<file path="config.mk">
export PLATFORM = sky130hd
export DESIGN_NAME = mod_dec_inv_mix_columns
export DESIGN_NICKNAME = d
export VERILOG_FILES = /design/src/rtl/mod_dec_inv_mix_columns.sv
export SDC_FILE = /design/constraint.sdc
export NUM_CORES = 1
export LEC_CHECK = 0
export CAP_MARGIN = 20
export CORE_MARGIN = 1.5
export CORE_UTILIZATION = 40
export CTS_CLUSTER_DIAMETER = 80
export DETAILED_ROUTE_END_ITERATION = 16
export DONT_BUFFER_PORTS = 1
export PLACE_DENSITY_LB_ADDON = 0.08
export REMOVE_ABC_BUFFERS = 1
export SYNTH_ARGS = -nofsm -noshare
export SYNTH_HDL_FRONTEND = slang
export SYNTH_SLANG_ARGS = --single-unit
</file>
<file path="constraint.sdc">
create_clock -name clk -period 3.9 [get_ports clk]
set_clock_uncertainty 0.05 [all_clocks]
set_input_delay 0.39 -clock clk [delete_from_list [all_inputs] [get_ports clk]]
set_output_delay 0.39 -clock clk [all_outputs]
set_load 0.01 [all_outputs]
</file>
<file path="src/rtl/mod_dec_inv_mix_columns.sv">
// AES InvMixColumns stage: iterative one-column-per-clock datapath with valid/ready handshakes.
// Define INV_MIXCOL_PARALLEL_EN to compute all four columns in a single BUSY cycle.
module mod_dec_inv_mix_columns (
  input  logic             clk,
  input  logic             resetn,
  input  logic [15:0][7:0] inp_imc,
  input  logic             in_valid,
  output logic             in_ready,
  output logic [15:0][7:0] outp_imc,
  output logic             out_valid,
  input  logic             out_ready,
  output logic             busy
);

  localparam int N     = 16;
  localparam int NCOLS = 4;
  localparam logic [1:0] LAST_COL = 2'(NCOLS - 1);

  typedef enum logic [1:0] {
    IDLE = 2'd0,
    BUSY = 2'd1,
    DONE = 2'd2
  } state_e;

  state_e              state_q, state_d;
  logic [1:0]          col_q, col_d;
  logic [N-1:0][7:0]   in_q, in_d;
  logic [N-1:0][7:0]   res_q, res_d;

  function automatic logic [7:0] xtime(input logic [7:0] b);
    return {b[6:0], 1'b0} ^ (b[7] ? 8'h1b : 8'h00);
  endfunction

  // Build the 09/0b/0d/0e multiples from the shared x2/x4/x8 chain.
  function automatic logic [31:0] inv_mix_col(input logic [31:0] c);
    logic [3:0][7:0] a, a2, a4, a8, m9, mb, md, me, r;
    a = c;
    for (int i = 0; i < 4; i++) begin
      a2[i] = xtime(a[i]);
      a4[i] = xtime(a2[i]);
      a8[i] = xtime(a4[i]);
      m9[i] = a8[i] ^ a[i];
      mb[i] = a8[i] ^ a2[i] ^ a[i];
      md[i] = a8[i] ^ a4[i] ^ a[i];
      me[i] = a8[i] ^ a4[i] ^ a2[i];
    end
    r[0] = me[0] ^ mb[1] ^ md[2] ^ m9[3];
    r[1] = m9[0] ^ me[1] ^ mb[2] ^ md[3];
    r[2] = md[0] ^ m9[1] ^ me[2] ^ mb[3];
    r[3] = mb[0] ^ md[1] ^ m9[2] ^ me[3];
    return r;
  endfunction

  always_comb begin
    state_d = state_q;
    col_d   = col_q;
    in_d    = in_q;
    res_d   = res_q;
    case (state_q)
      IDLE: begin
        if (in_valid) begin
          in_d    = inp_imc;
          col_d   = 2'd0;
          state_d = BUSY;
        end
      end
      BUSY: begin
`ifdef INV_MIXCOL_PARALLEL_EN
        for (int c = 0; c < NCOLS; c++) begin
          res_d[4*c +: 4] = inv_mix_col(in_q[4*c +: 4]);
        end
        state_d = DONE;
`else
        res_d[{col_q, 2'b00} +: 4] = inv_mix_col(in_q[{col_q, 2'b00} +: 4]);
        col_d = col_q + 2'd1;
        if (col_q == LAST_COL) begin
          state_d = DONE;
        end
`endif
      end
      DONE: begin
        if (out_ready) begin
          state_d = IDLE;
        end
      end
      default: begin
        state_d = IDLE;
        col_d   = 2'd0;
      end
    endcase
  end

  always_ff @(posedge clk or negedge resetn) begin
    if (!resetn) begin
      state_q <= IDLE;
      col_q   <= 2'd0;
      in_q    <= '0;
      res_q   <= '0;
    end else begin
      state_q <= state_d;
      col_q   <= col_d;
      in_q    <= in_d;
      res_q   <= res_d;
    end
  end

  // Partial results are visible during BUSY; out_valid qualifies them.
  assign outp_imc  = res_q;
  assign in_ready  = (state_q == IDLE);
  assign busy      = (state_q == BUSY);
  assign out_valid = (state_q == DONE);

endmodule

</file>
==> Word level (Yosys, flattened, before mapping) <==
Cells that the tools add are included.
W data, S select, Z words.
{ "totals": {"register_bits": 260, "input_bits": 132} }
{ "op_classes": {"add_sub_neg": 2, "eq_ne": 6, "shift": 17, "mux": 19, "n_bitwise": 49, "n_reduce_logical": 4} }
{ "op_table": {"columns": ["cell", "count"], "rows": [
  ["$xor A8 B8 Y8", 36],
  ["$bwmux W128", 1],
  ["$shiftx A16 B5 Y4", 8],
  ["$shiftx A4 B6 Y16", 8],
  ["$xor A8 B5 Y8", 12],
  ["$mux W5", 12],
  ["$shift A4 B6 Y16 const A", 1],
  ["$pmux W2 S3", 2],
  ["$mux W2", 4],
  ["$neg A4 Y6", 1],
  ["$eq A2 B2 Y1 const B", 2],
  ["$ne A2 B1 Y1 const B", 2],
  ["$reduce_and A2 Y1", 2],
  ["$reduce_and A3 Y1", 1],
  ["$add A2 B1 Y2 const B", 1],
  ["$eq A2 B1 Y1 const B", 1],
  ["$logic_not A2 Y1", 1],
  ["$ne A2 B2 Y1 const B", 1],
  ["$not A1 Y1", 1]
]} }

==> Depth between registers and ports, before layout <==
Gate-level depths: netlist of the first run.
{ "logic_depth": {"ltp_word": 14, "mapped_depth": 10, "ltp_nobuf": 6} }

==> Least setup slack after synthesis of the first run <==
No wires, ideal clock.
{ "synth_timing": {"path_type": "register to register", "startpoint": "reg col_q[0]", "endpoint": "reg res_q, in the netlist outp_imc[29]", "setup_ns": 0.131, "arrival_time_ns": 2.707, "t_required_ns": 3.719, "path_slack_ns": 1.012, "stages_incl_launch_ff": 8, "n_path_buf": 1, "period_less_slack_ns": 2.888, "cell_sequence": "dfrtp_1 -> buf_6 -> mux4_2 -> xor2_2 -> xor3_2 -> xor3_1 -> xnor2_1 -> o21ai_1"} }
{ "synth_between": {"elab_chain_len": 12, "word_cells_on_any_way": 66, "classes_between": "add/sub: 1; shift: 8; mux: 9; bitwise: 48"} }
{ "synth_lines": {"columns": ["element", "line", "text"], "rows": [
  ["start, declared", "26", "logic [1:0] col_q, col_d;"],
  ["start signal, assigned", "101", "col_q <= col_d;"],
  ["$shiftx A16 B5 Y4", "74", "res_d[{col_q, 2'b00} +: 4] = inv_mix_col(in_q[{col_q, 2'b00} +: 4]);"],
  ["$mux W5 or $xor A8 B5 Y8 (tied branches)", "31", "return {b[6:0], 1'b0} ^ (b[7] ? 8'h1b : 8'h00);"],
  ["$xor A8 B5 Y8 or $mux W5 (tied branches)", "31", null],
  ["$xor A8 B5 Y8 (2 in a row)", "31", null],
  ["$xor A8 B8 Y8 (on tied branches)", "44, 45, 43", null],
  ["$xor A8 B8 Y8 (on tied branches)", "45, 43, 44", null],
  ["$xor A8 B8 Y8 (on tied branches) (3 in a row)", null, null],
  ["$shiftx A4 B6 Y16", "74", null],
  ["$bwmux W128 (*)", "74", null],
  ["end signal, assigned", "103", "res_q <= res_d;"],
  ["end, declared", "28", "logic [N-1:0][7:0] res_q, res_d;"]
]} }
Mark *: on every way between the ends. The rest lies on a longest branch, timed or not.
A chain may end at the register's enable or synchronous reset.

==> Final worst setup path of the first run <==
{ "layout_timing": {"startpoint": "reg col_q[0]", "endpoint": "reg res_q, in the netlist outp_imc[3]"} }
{ "layout_between": {"elab_chain_len": 12, "word_cells_on_any_way": 71, "classes_between": "add/sub: 1; shift: 9; mux: 13; bitwise: 48"} }
{ "layout_lines": {"columns": ["element", "line"], "rows": [
  ["$shiftx A16 B5 Y4", "74"],
  ["$mux W5 or $xor A8 B5 Y8 (tied branches)", "31"],
  ["$xor A8 B5 Y8", "31"],
  ["$xor A8 B5 Y8 or $mux W5 (tied branches)", "31"],
  ["$xor A8 B5 Y8", "31"],
  ["$xor A8 B8 Y8 (on tied branches)", "44, 45, 43"],
  ["$xor A8 B8 Y8 (on tied branches)", "45, 43, 44"],
  ["$xor A8 B8 Y8 (on tied branches) (3 in a row)", null],
  ["$shiftx A4 B6 Y16", "74"],
  ["$bwmux W128 (*)", "74"]
]} }
Marked as above.

==> impl_metrics.toml, run 1 <==
[outcome]
status = "finished with violations"
violations = "hold timing"

[grt]
overflow = 0
gr-usage-all-layers_pct = 19.8
grt_pass1_vias = 7886
antenna_found_initial = 0
grt_max_degree = 261
grt_pass1_wl_mm = 48.4

[layout]
mostFrequentLayoutCells = "dfrtp_1, dlygate4sd3_1, mux2_2, nand2_1, xnor2_1"
finalInstanceArea_um2 = 15000
layout.nets = 1199
areaGrowthSynthToFinish_pct = 21.1
fin_util_pct = 49.1
register_area_um2 = 6510
multi_input_area_um2 = 5600
layout-drive-gt1-share_pct = 23.5
final_common_cell = "dfrtp_1"
num-fill-cells = 2781
antennaDiodeCount = 0

[clocking]
postCtsSetupBuffers = 0
cts_num_sinks = 260
cts_buffer_depth = 3
cts_made_buffers = 29
clk_pin_slew_ps = 60
cts_root_buffer = "clkbuf_16"
cts.repair.resized = 0
cts.htree.levels = 1
insertion_delay_ps = 550
cts_tree = "built"
cts_hold_buf = 129

[die]
die_h_um = 179
core-area_um2 = 30600
fp.dieW_um = 179
start_util_pct = 40.5
io_pins = 263
rows = 64
die-area_um2 = 32100

[timing]
hold_viol_final = 260
rsz0062_at_grt = "no"
finalSetupViolations = 0
relSlewSlack_pct = 57.5
fmax_mhz = 292
min_period_over_period_pct = 87.8
finalMaxSlewViolations = 0
setup_tns_ps = 0
worst_hold_slack_ps = -518
tightest_slew_ps = 637
finalCriticalPeriod_ps = 3420

[route]
wirelength_mm = 31.2
ant_nets = 0
drt_iter0_markers = 416
drc_errors = 0
wl_per_cell_um = 21.1
drtPass1Iterations = 4
vias = 7460
viasPerCell = 5.04

[synthesis]
synthAdderAreaFrac_pct = 0.504
yosys.area_share.simple_pct = 4.37
avgSynthCellArea_um2 = 13.3
synth_top_family_by_area = "multiplexers"
synth_compound_area_share_pct = 5.68
synthTopCellsByArea = "dfrtp_1, mux2_2, xnor2_1"
synth_area_um2 = 12400
synth_cells = 935
synth_flop_cell = "dfrtp_1"
synth_xor_area_share_pct = 17.1
synth_top_area_share_pct = 52.5
synth-edff-count = 0
synth_top_cell_by_area = "dfrtp_1"
ys_seq_area_share_pct = 52.5
yosys_warnings = 0
synthMuxAreaShare_pct = 17.4
ys_types = 35
ys_seq_elements = 260
async_flop_share_pct = 100

[worst_setup_path]
crit_type = "reg2reg"
path_max_fanout = 15
reg2reg_depth = 7
required_ps = 4270
rr_startpoint = "col_q[0]$_DFFE_PN0P_"
end_kind = "register"
start_kind = "register"
cp_data_arrival_time_ps = 3800
cpMostUsedCell = "xnor3_2"
critical_path.cell_chain = "buf_12 -> mux4_2 -> xnor3_2 -> xnor3_2 -> xor2_1 -> xnor2_1 -> o21ai_0"
critPathTopFamily = "XOR/XNOR gates"
cp.buffers_inverters = 1
r2r_slack_ps = 480
slowest_stage = "dfrtp_2"
critical-path-max-stage-delay_ps = 680
startpoint = "col_q[0]$_DFFE_PN0P_"
rr_endpoint = "outp_imc[3]$_DFFE_PN0P_"

[placement]
place_area_um2 = 12800
place_congestion = 0.751
portBuffers = 0
hpwl_mm = 21.5

[job]
cap_violations = 0

[min_path]
hold_class = "in2async"
worst reg2reg max path: stages, from the launching register on:
cell and delay (ps):
dfrtp_2 680, buf_12 260, mux4_2 670, xnor3_2 510, xnor3_2 440, xor2_1 190, xnor2_1 340, o21ai_0 160
per-layer routing:
layer / wire length (um) / track usage, % / up-vias / share of wire [%]
met4: 540 / 4.10 / 0 / 1.7
met3: 2380 / 4.94 / 37 / 7.6
li1: - / - / 3486 / -
met2: 13900 / 30.3 / 209 / 44
met5: 0 / 0 / - / 0
met1: 14400 / 28.4 / 3728 / 46
per-stage QoR:
| step | setup slack, ps | std cells | hold slack (ps) |
|---|---|---|---|
| finish | 475 | 1479 | -518 |
| global route | 243 | 1479 | -544 |
| CTS | 382 | 1479 | -543 |
| detailed placement | 395 | 1298 | 54.4 |
| global placement | 416 | 1298 | 55.1 |
| floorplan | -365 | 882 | 44.4 |
flip-flops by register name, summed over array words and instances (netlist names):
signal / cells
col_q: 2
in_q: 128
outp_imc: 128
state_q: 2
worst max path at each step:
stage,to,cells after the start
floorplan,in_q[0]$_DFFE_PN0P_,3
global placement,outp_imc[91]$_DFFE_PN0P_,7
detailed placement,outp_imc[59]$_DFFE_PN0P_,7
CTS,outp_imc[123]$_DFFE_PN0P_,7
global route,outp_imc[67]$_DFFE_PN0P_,7
finish,outp_imc[3]$_DFFE_PN0P_,7
synthesized netlist by cell type (6+ instances only):
cell type	number
xnor2_2	14
mux2_2	128
nand2_1	127
dfrtp_1	260
a22o_1	9
nor2_1	6
mux4_2	32
clkbuf_1	34
xnor3_1	13
xor2_1	32
xor3_1	6
buf_6	6
o21ai_1	34
xnor2_1	100
o21ai_0	87
logic make-up after synthesis:
| family | Yosys count |
|---|---|
| XOR/XNOR | 178 |
| multiplexers | 160 |
| AND/OR/NAND/NOR | 140 |
| AO/OA/AOI/OAI | 133 |
| adder cells (fa/ha/maj) | 5 |
| flip-flops | 260 |
| buffers and inverters | 59 |
area by class of cell:
type                            instances  share of cell area, %
Multi-Input combinational cell        616                   37.3
Clock buffer                           43                   5.65
Timing Repair Buffer                  149                   9.76
Tap cell                              396                   3.30
Clock inverter                          9                  0.533
Sequential cell                       260                   43.3
Inverter                                6                  0.150
Power of run 1 is left out: the tool's default activity adds up to more than one toggle a clock period on the data nets, which glitch-free logic cannot reach.
==> run 2, diff against run 1 <==
--- a/config.mk
+++ b/config.mk
@@ -16,3 +16,4 @@
 export SYNTH_ARGS = -nofsm -noshare
 export SYNTH_HDL_FRONTEND = slang
 export SYNTH_SLANG_ARGS = --single-unit
+export TNS_END_PERCENT = 20
==> results of run 2 <==
No change in the layout: final DEF, timing and power equal those of run 1.
Power of run 2 is left out for the same reason.
